`src/rtl/ahb_lite_mi_bus.sv`:
```
// ahb_lite_mi_bus: arbitrates AHB-Lite initiators onto one path and decodes to windowed responders.
// Define AHB_LITE_MI_BUS_FIXED_PRIO_EN for fixed lowest-index priority instead of round-robin.
module ahb_lite_mi_bus #(
    parameter int AHB_LITE_ADDR_WIDTH = 32,
    parameter int AHB_LITE_DATA_WIDTH = 32,
    parameter int NUM_INITIATORS      = 2,
    parameter int NUM_RESPONDERS      = 8
) (
    input  logic                                                 hclk,
    input  logic                                                 hreset,
    input  logic [NUM_INITIATORS-1:0][AHB_LITE_ADDR_WIDTH-1:0]   i_haddr,
    input  logic [NUM_INITIATORS-1:0][AHB_LITE_DATA_WIDTH-1:0]   i_hwdata,
    input  logic [NUM_INITIATORS-1:0]                            i_hwrite,
    input  logic [NUM_INITIATORS-1:0][1:0]                       i_htrans,
    input  logic [NUM_INITIATORS-1:0][2:0]                       i_hsize,
    output logic [NUM_INITIATORS-1:0]                            i_hready,
    output logic [NUM_INITIATORS-1:0]                            i_hresp,
    output logic [NUM_INITIATORS-1:0][AHB_LITE_DATA_WIDTH-1:0]   i_hrdata,
    output logic [NUM_RESPONDERS-1:0][AHB_LITE_ADDR_WIDTH-1:0]   r_haddr,
    output logic [NUM_RESPONDERS-1:0][AHB_LITE_DATA_WIDTH-1:0]   r_hwdata,
    output logic [NUM_RESPONDERS-1:0]                            r_hwrite,
    output logic [NUM_RESPONDERS-1:0][1:0]                       r_htrans,
    output logic [NUM_RESPONDERS-1:0][2:0]                       r_hsize,
    output logic [NUM_RESPONDERS-1:0]                            r_hsel,
    output logic [NUM_RESPONDERS-1:0]                            r_hready,
    input  logic [NUM_RESPONDERS-1:0][AHB_LITE_DATA_WIDTH-1:0]   r_hrdata,
    input  logic [NUM_RESPONDERS-1:0]                            r_hresp,
    input  logic [NUM_RESPONDERS-1:0]                            r_hreadyout,
    input  logic [NUM_RESPONDERS-1:0]                            resp_disable_i,
    output logic [NUM_RESPONDERS-1:0]                            access_blocked_o,
    input  logic [NUM_RESPONDERS-1:0][AHB_LITE_ADDR_WIDTH-1:0]   start_addr_i,
    input  logic [NUM_RESPONDERS-1:0][AHB_LITE_ADDR_WIDTH-1:0]   end_addr_i,
    input  logic                                                 force_bus_idle
);
    localparam int NI = NUM_INITIATORS;
    localparam int NR = NUM_RESPONDERS;
    localparam int IW = NI > 1 ? $clog2(NI) : 1;
    localparam int RW = NR > 1 ? $clog2(NR) : 1;

    typedef enum logic [1:0] {ST_IDLE, ST_ERR1, ST_ERR2} state_t;

    state_t                         r_state, w_state_nxt;
    logic                           r_dp_valid, r_dp_err;
    logic [IW-1:0]                  r_dp_owner;
    logic [RW-1:0]                  r_dp_resp_idx;
    logic [IW-1:0]                  w_start, w_cand, w_gnt;
    logic [RW-1:0]                  w_hit_idx;
    logic [NI-1:0]                  w_req, w_own;
    logic [AHB_LITE_ADDR_WIDTH-1:0] w_haddr;
    logic                           w_bus_rdy, w_found, w_hit, w_err, w_accept;

    assign w_bus_rdy = !r_dp_valid ? 1'b1 : r_dp_err ? (r_state == ST_ERR2) : r_hreadyout[r_dp_resp_idx];
    assign w_accept  = w_bus_rdy && !force_bus_idle && w_found;
    assign w_haddr   = i_haddr[w_gnt];
    assign w_err     = !w_hit || resp_disable_i[w_hit_idx];

`ifdef AHB_LITE_MI_BUS_FIXED_PRIO_EN
    assign w_start = '0;
`else
    logic [IW-1:0] r_rr_ptr;
    // Pointer holds the index searched first, i.e. one past the last accepted grant.
    always_ff @(posedge hclk) begin
        if (hreset)
            r_rr_ptr <= '0;
        else if (w_accept)
            r_rr_ptr <= IW'((int'(w_gnt) + 1) % NI);
    end
    assign w_start = r_rr_ptr;
`endif

    always_comb begin
        w_found = 1'b0;
        w_gnt   = '0;
        w_cand  = '0;
        for (int i = 0; i < NI; i++)
            w_req[i] = i_htrans[i][1];
        for (int k = 0; k < NI; k++) begin
            w_cand = IW'((int'(w_start) + k) % NI);
            if (!w_found && w_req[w_cand]) begin
                w_found = 1'b1;
                w_gnt   = w_cand;
            end
        end
    end

    // Descending scan so the lowest matching window wins.
    always_comb begin
        w_hit     = 1'b0;
        w_hit_idx = '0;
        for (int j = NR - 1; j >= 0; j--) begin
            if (w_haddr >= start_addr_i[j] && w_haddr <= end_addr_i[j]) begin
                w_hit     = 1'b1;
                w_hit_idx = RW'(j);
            end
        end
    end

    always_comb begin
        for (int j = 0; j < NR; j++) begin
            r_hsel[j]           = w_accept && !w_err && w_hit_idx == RW'(j);
            r_htrans[j]         = r_hsel[j] ? i_htrans[w_gnt] : 2'b00;
            access_blocked_o[j] = w_accept && w_hit && resp_disable_i[j] && w_hit_idx == RW'(j);
            r_haddr[j]          = w_haddr;
            r_hwrite[j]         = i_hwrite[w_gnt];
            r_hsize[j]          = i_hsize[w_gnt];
            r_hwdata[j]         = i_hwdata[r_dp_owner];
            r_hready[j]         = w_bus_rdy;
        end
    end

    always_comb begin
        for (int i = 0; i < NI; i++) begin
            w_own[i]    = r_dp_valid && r_dp_owner == IW'(i);
            i_hready[i] = (w_own[i] || (w_accept && w_gnt == IW'(i))) ? w_bus_rdy : !w_req[i];
            i_hresp[i]  = w_own[i] && (r_dp_err || r_hresp[r_dp_resp_idx]);
            i_hrdata[i] = (w_own[i] && !r_dp_err) ? r_hrdata[r_dp_resp_idx] : '0;
        end
    end

    always_comb begin
        w_state_nxt = (r_state == ST_ERR1) ? ST_ERR2 : (w_accept && w_err) ? ST_ERR1 : ST_IDLE;
    end

    always_ff @(posedge hclk) begin
        r_state <= hreset ? ST_IDLE : w_state_nxt;
    end

    always_ff @(posedge hclk) begin
        if (hreset) begin
            r_dp_valid    <= 1'b0;
            r_dp_err      <= 1'b0;
            r_dp_owner    <= '0;
            r_dp_resp_idx <= '0;
        end else if (w_bus_rdy) begin
            r_dp_valid    <= w_accept;
            r_dp_err      <= w_accept && w_err;
            r_dp_owner    <= w_gnt;
            r_dp_resp_idx <= w_hit_idx;
        end
    end
endmodule

```
`config.mk`:
```
export PLATFORM = sky130hd
export DESIGN_NAME = ahb_lite_mi_bus
export DESIGN_NICKNAME = d
export VERILOG_FILES = /design/src/rtl/ahb_lite_mi_bus.sv
export SDC_FILE = /design/constraint.sdc
export NUM_CORES = 1
export LEC_CHECK = 0
export BUFFER_PORTS_ARGS = -buffer_cell sky130_fd_sc_hd__buf_2
export CORE_AREA = 2 2 622 624
export DETAILED_ROUTE_END_ITERATION = 10
export DIE_AREA = 0 0 624 626
export SETUP_SLACK_MARGIN = 0.1
export SLEW_MARGIN = 10
export SYNTH_ARGS = -nofsm -noshare
export SYNTH_HDL_FRONTEND = slang
export SYNTH_SLANG_ARGS = --single-unit
```
`constraint.sdc`:
```
create_clock -name hclk -period 9 [get_ports hclk]
set_input_delay 0.9 -clock hclk [delete_from_list [all_inputs] [get_ports hclk]]
set_output_delay 0.9 -clock hclk [all_outputs]
set_load 0.03 [all_outputs]
```
==> Word-level counts from Yosys, hierarchy flattened <==
Cells that the tools add are included.
{ "op_classes": {"addsub": 2, "magnitude_cmp": 22, "eq_ne": 9, "n_mux": 58, "bitwise_logic": 2, "n_reduce_logical": 59} }
{ "ops": {"columns": ["operator", "n"], "rows": [
  ["$ge A32 B32 Y1", 8],
  ["$le A32 B32 Y1", 8],
  ["$mux W32", 7],
  ["$bmux W32 S3", 1],
  ["$logic_and A1 B1 Y1", 46],
  ["$mux W3", 10],
  ["$mux W1", 26],
  ["$mux W2", 11],
  ["$eq A3 B3 Y1 const B", 4],
  ["$bmux W1 S3", 3],
  ["$lt A1 B2 Y1 const B", 4],
  ["$lt A3 B4 Y1 const B", 2],
  ["$logic_not A1 Y1", 7],
  ["$eq A3 B2 Y1 const B", 2],
  ["$logic_or A1 B1 Y1", 4],
  ["$eq A3 B1 Y1 const B", 1],
  ["$logic_not A3 Y1", 1],
  ["$add A1 B1 Y1 const B", 2],
  ["$eq A2 B1 Y1 const B", 1],
  ["$eq A2 B2 Y1 const B", 1],
  ["$not A1 Y1", 2],
  ["$reduce_or A2 Y1", 1]
]} }
{ "word_totals": {"regBits": 9, "in_bits": 935, "output_inout_bits": 652, "word_cells": 159} }

==> Depth between registers and ports, before layout <==
{ "depth": {"ltp_word": 25, "mapped_depth": 22, "ltp_nobuf": 18} }

==> Least setup slack after synthesis <==
Ideal clock, no wire load.
{ "synth_path": {"kind": "input port to output port", "startpoint": "in i_htrans[1] (netlist bit)", "endpoint": "out r_htrans[12] (netlist bit)", "arrival_time_ps": 6003, "required_ps": 8100, "path_slack_ps": 2097, "cell_stages": 20, "path_buffers": 3, "path_cell_list": "inv_1 > o21ai_0 > clkbuf_1 > buf_1 > nand2_1 > nand2_1 > ha_1 > a21oi_1 > nand2_1 > a221o_1 > or3_4 > a2111oi_4 > nor2_1 > o221ai_2 > nand2_2 > mux2_4 > a211oi_2 > o21ai_4 > buf_6 > nor3_1"} }
{ "synth_rtl": {"columns": ["element", "line_no", "rtl"], "rows": [
  ["start, declared", "14", "input logic [NUM_INITIATORS-1:0][1:0] i_htrans,"],
  ["end, declared", "22", "output logic [NUM_RESPONDERS-1:0][1:0] r_htrans,"]
]} }

==> impl_metrics.ini <==
[run_status]
outcome = complete, no violations

[drt]
drtIter0Drc = 1994
wl_mm = 226
ant_nets = 0
remaining_drc_errors = 0
dr_total_vias = 25800
first_pass_iters = 6
routedWlPerCell_um = 25.0
viasPerCell = 2.86

[layout]
drive_gt1_share_pct = 48.1
area_growth_pct = 57.8
final_cells = 9040
final_core_util_pct = 8.41
postLayoutCellArea_um2 = 32300
layout.nets = 5346

[grt]
grt_antenna_before_repair = 239
met1_usage_pct = 12.2
grt_util_met2_pct = 18.0
grt_busiest_layer = met2
grt_pass1_wl_mm = 268
grt_pass1_vias = 23000
grt_max_degree = 54
gr-total-overflow = 0
grtUsageTotal_pct = 10.8
use_met3_pct = 4.98

[logic_synthesis]
synth_most_common_cell = inv_1
synthCells = 2746
synthDistinctLibCells = 80
ys_async_sr_fraction_pct = 0
synth_top_area_share_pct = 31.3
synth.area.top_cells = ha_1 31%, buf_4 18%, inv_1 9.4%, mux4_2 7.5%, a21oi_1 4.1%
synth_commonest_cells = 514 x inv_1, 512 x ha_1, 484 x buf_4
synth-seq-cells = 9
syn_area_um2 = 20500
synth_largest_area_cell = ha_1
ys_warn_count = 0
synth_nets = 4193
avgSynthCellArea_um2 = 7.46
synth_edf_count = 0
yosys_most_used_dff = dfxtp_1
synth_seq_area_share_pct = 0.879

[job]
maxCapViolCount = 0

[die]
chipHeight_um = 626
initial_utilization_pct = 5.33
num_rows = 228
io_pins = 1587
chipWidth_um = 624
core_um2 = 384000
dieArea_um2 = 391000

[pwr]
power_leakage_nw = 16.6
p_per_area_nw_per_um2 = 105
vdd_drop_max_uv = 71.6
p_total_mw = 3.38

[sta]
rsz0062_at_grt = false
fin_worst_skew_ns = 0.00758
tightest_slew_ns = 1.23
drv_slew = 0
hold_viol = 0
slew_headroom_pct = 17.4
period_minus_slack_ns = 8.53
setup_ws_ns = 0.472
fin_crit_sh_pct = 94.8
fmax_mhz = 117
setup_viol = 0

[setup_path]
cp.arrival_ns = 7.63
critPathKind = in -> out
cp-end-kind = primary output
cp.required_ns = 8.10
path_max_fanout = 19
startpoint_type = input port

[place]
dp.final_hpwl_mm = 205
place_area_um2 = 32000
dpl_worst_slack_ns = -0.113
dp.cells = 8953
place_congestion = 0.933
numPortBuffers = 1586

[cts]
root_buffer = clkbuf_16
clockBufferDepth = 2
cts.clk_slew.worst_paths_ns = 0.04
htreeDepth = 1
cts_tree = built
cts_made_buffers = 3
cts_sinks = 9
cts_hold_buf = 0
clkLatencyLatePin_ns = 0.25

[worst_hold_path]
hold_class = reg -> reg
critical path: stages:
cell	delay, ns
buf_2	0.09
inv_1	0.07
o21ai_4	0.19
inv_4	0.22
buf_4	0.26
nand2_1	0.09
nand2_2	0.37
buf_12	0.35
ha_1	0.32
and4_1	0.22
nand2_1	0.15
nor2_2	0.65
o31ai_4	0.34
o211ai_1	0.35
buf_4	0.31
o211ai_1	0.17
o221ai_2	0.22
nand2_2	0.13
mux2_4	0.35
a211oi_2	0.74
o21ai_4	0.41
nor3_1	0.30
buf_2	0.24
worst paths after layout:
kind / startpoint / end / slack [ns] / cells past startpoint
max: i_htrans[1] / r_htrans[12] / 0.47 / 23
min: r_state[0] / r_state[1] / 0.47 / 2
max reg2reg: r_rr_ptr / r_state[0] / 2.21 / 20
min reg2reg: r_state[0] / r_state[1] / 0.47 / 2
cell families (layout without fill, tap and decap cells):
logic type               after synthesis  in the layout  share of synthesized area (%)
buffers and inverters               1044           2195                           28.1
AND/OR/NAND/NOR                      599            599                           14.5
adder cells (fa/ha/maj)              512            512                           31.3
AO/OA/AOI/OAI                        440            441                           14.0
multiplexers                         142            142                           11.3
flip-flops                             9              9                          0.879
other                                  0             82                              0
per-stage QoR:
step | TNS [ns] | hold WS [ns]
after global placement | -3.30 | 0.453
after floorplan | 0 | 0.434
final | 0 | 0.467
after CTS | 0 | 0.462
after global routing | 0 | 0.530
after detailed placement | -1.92 | 0.454
power breakdown:
group          switching (mW)  total (mW)  internal, mW
logic                    2.23        3.21         0.981
registers              0.0387      0.0868        0.0481
clock network          0.0244      0.0841        0.0597
layout by cell type, fill, tap and decap left out, types with 6 or more instances in the layout:
master     synthesis  routed
buf_4            484      77
nand2_4            0       6
nor2b_1           16      16
nor3_2            15      16
a21oi_1          166     164
diode_2            0      82
mux4_2            68      68
buf_2              1    1586
mux2_2            33      33
nand2b_1          12      12
nand3_1           49      49
nor4_1            12      11
a221oi_1          14      14
and4_1            17      17
buf_12             0      14
and3_1             8       8
o2111ai_1          6       6
a21o_1            43      43
ha_1             512     512
nand2_1          202     171
a211oi_1          33      33
o21a_1             7       7
a31oi_1            8       6
o211ai_1           9       9
nand2_2            1      26
nor3b_1            6       6
inv_1            514     513
nor2_1           132     131
nand4_1           84      84
o21ai_0           85      83
nor3_1            17      16
a221o_1            8       8
mux2i_1           40      39
state kept, by name (all words and copies together), names as in the netlist:
| name | cells |
|---|---|
| r_dp_owner | 1 |
| r_rr_ptr | 1 |
| r_dp_resp_idx | 3 |
| r_dp_err | 1 |
| r_dp_valid | 1 |
| r_state | 2 |
layout make-up:
cell class,instances,area [um^2]
multi-input combinational,1694,14800
tap,5060,6330
fill,45200,352000
sequential,9,190
inverter,514,1930
antenna,82,205
timing repair buffer,1677,8800
clock buffer,4,78.8
what timing repair did:
item | 4_1_cts | 5_1_grt
buffers inserted | 0 | 0
gates resized for setup | 3 | 0
endpoints found under the setup margin | 24 | 0
per-layer routing:
metal	vias up	wire length (um)
met5	-	742
li1	11400	-
met4	110	7260
met1	12100	85700
met3	471	25200
met2	1694	107000
Note: power is estimated with default switching activity, not from simulation.
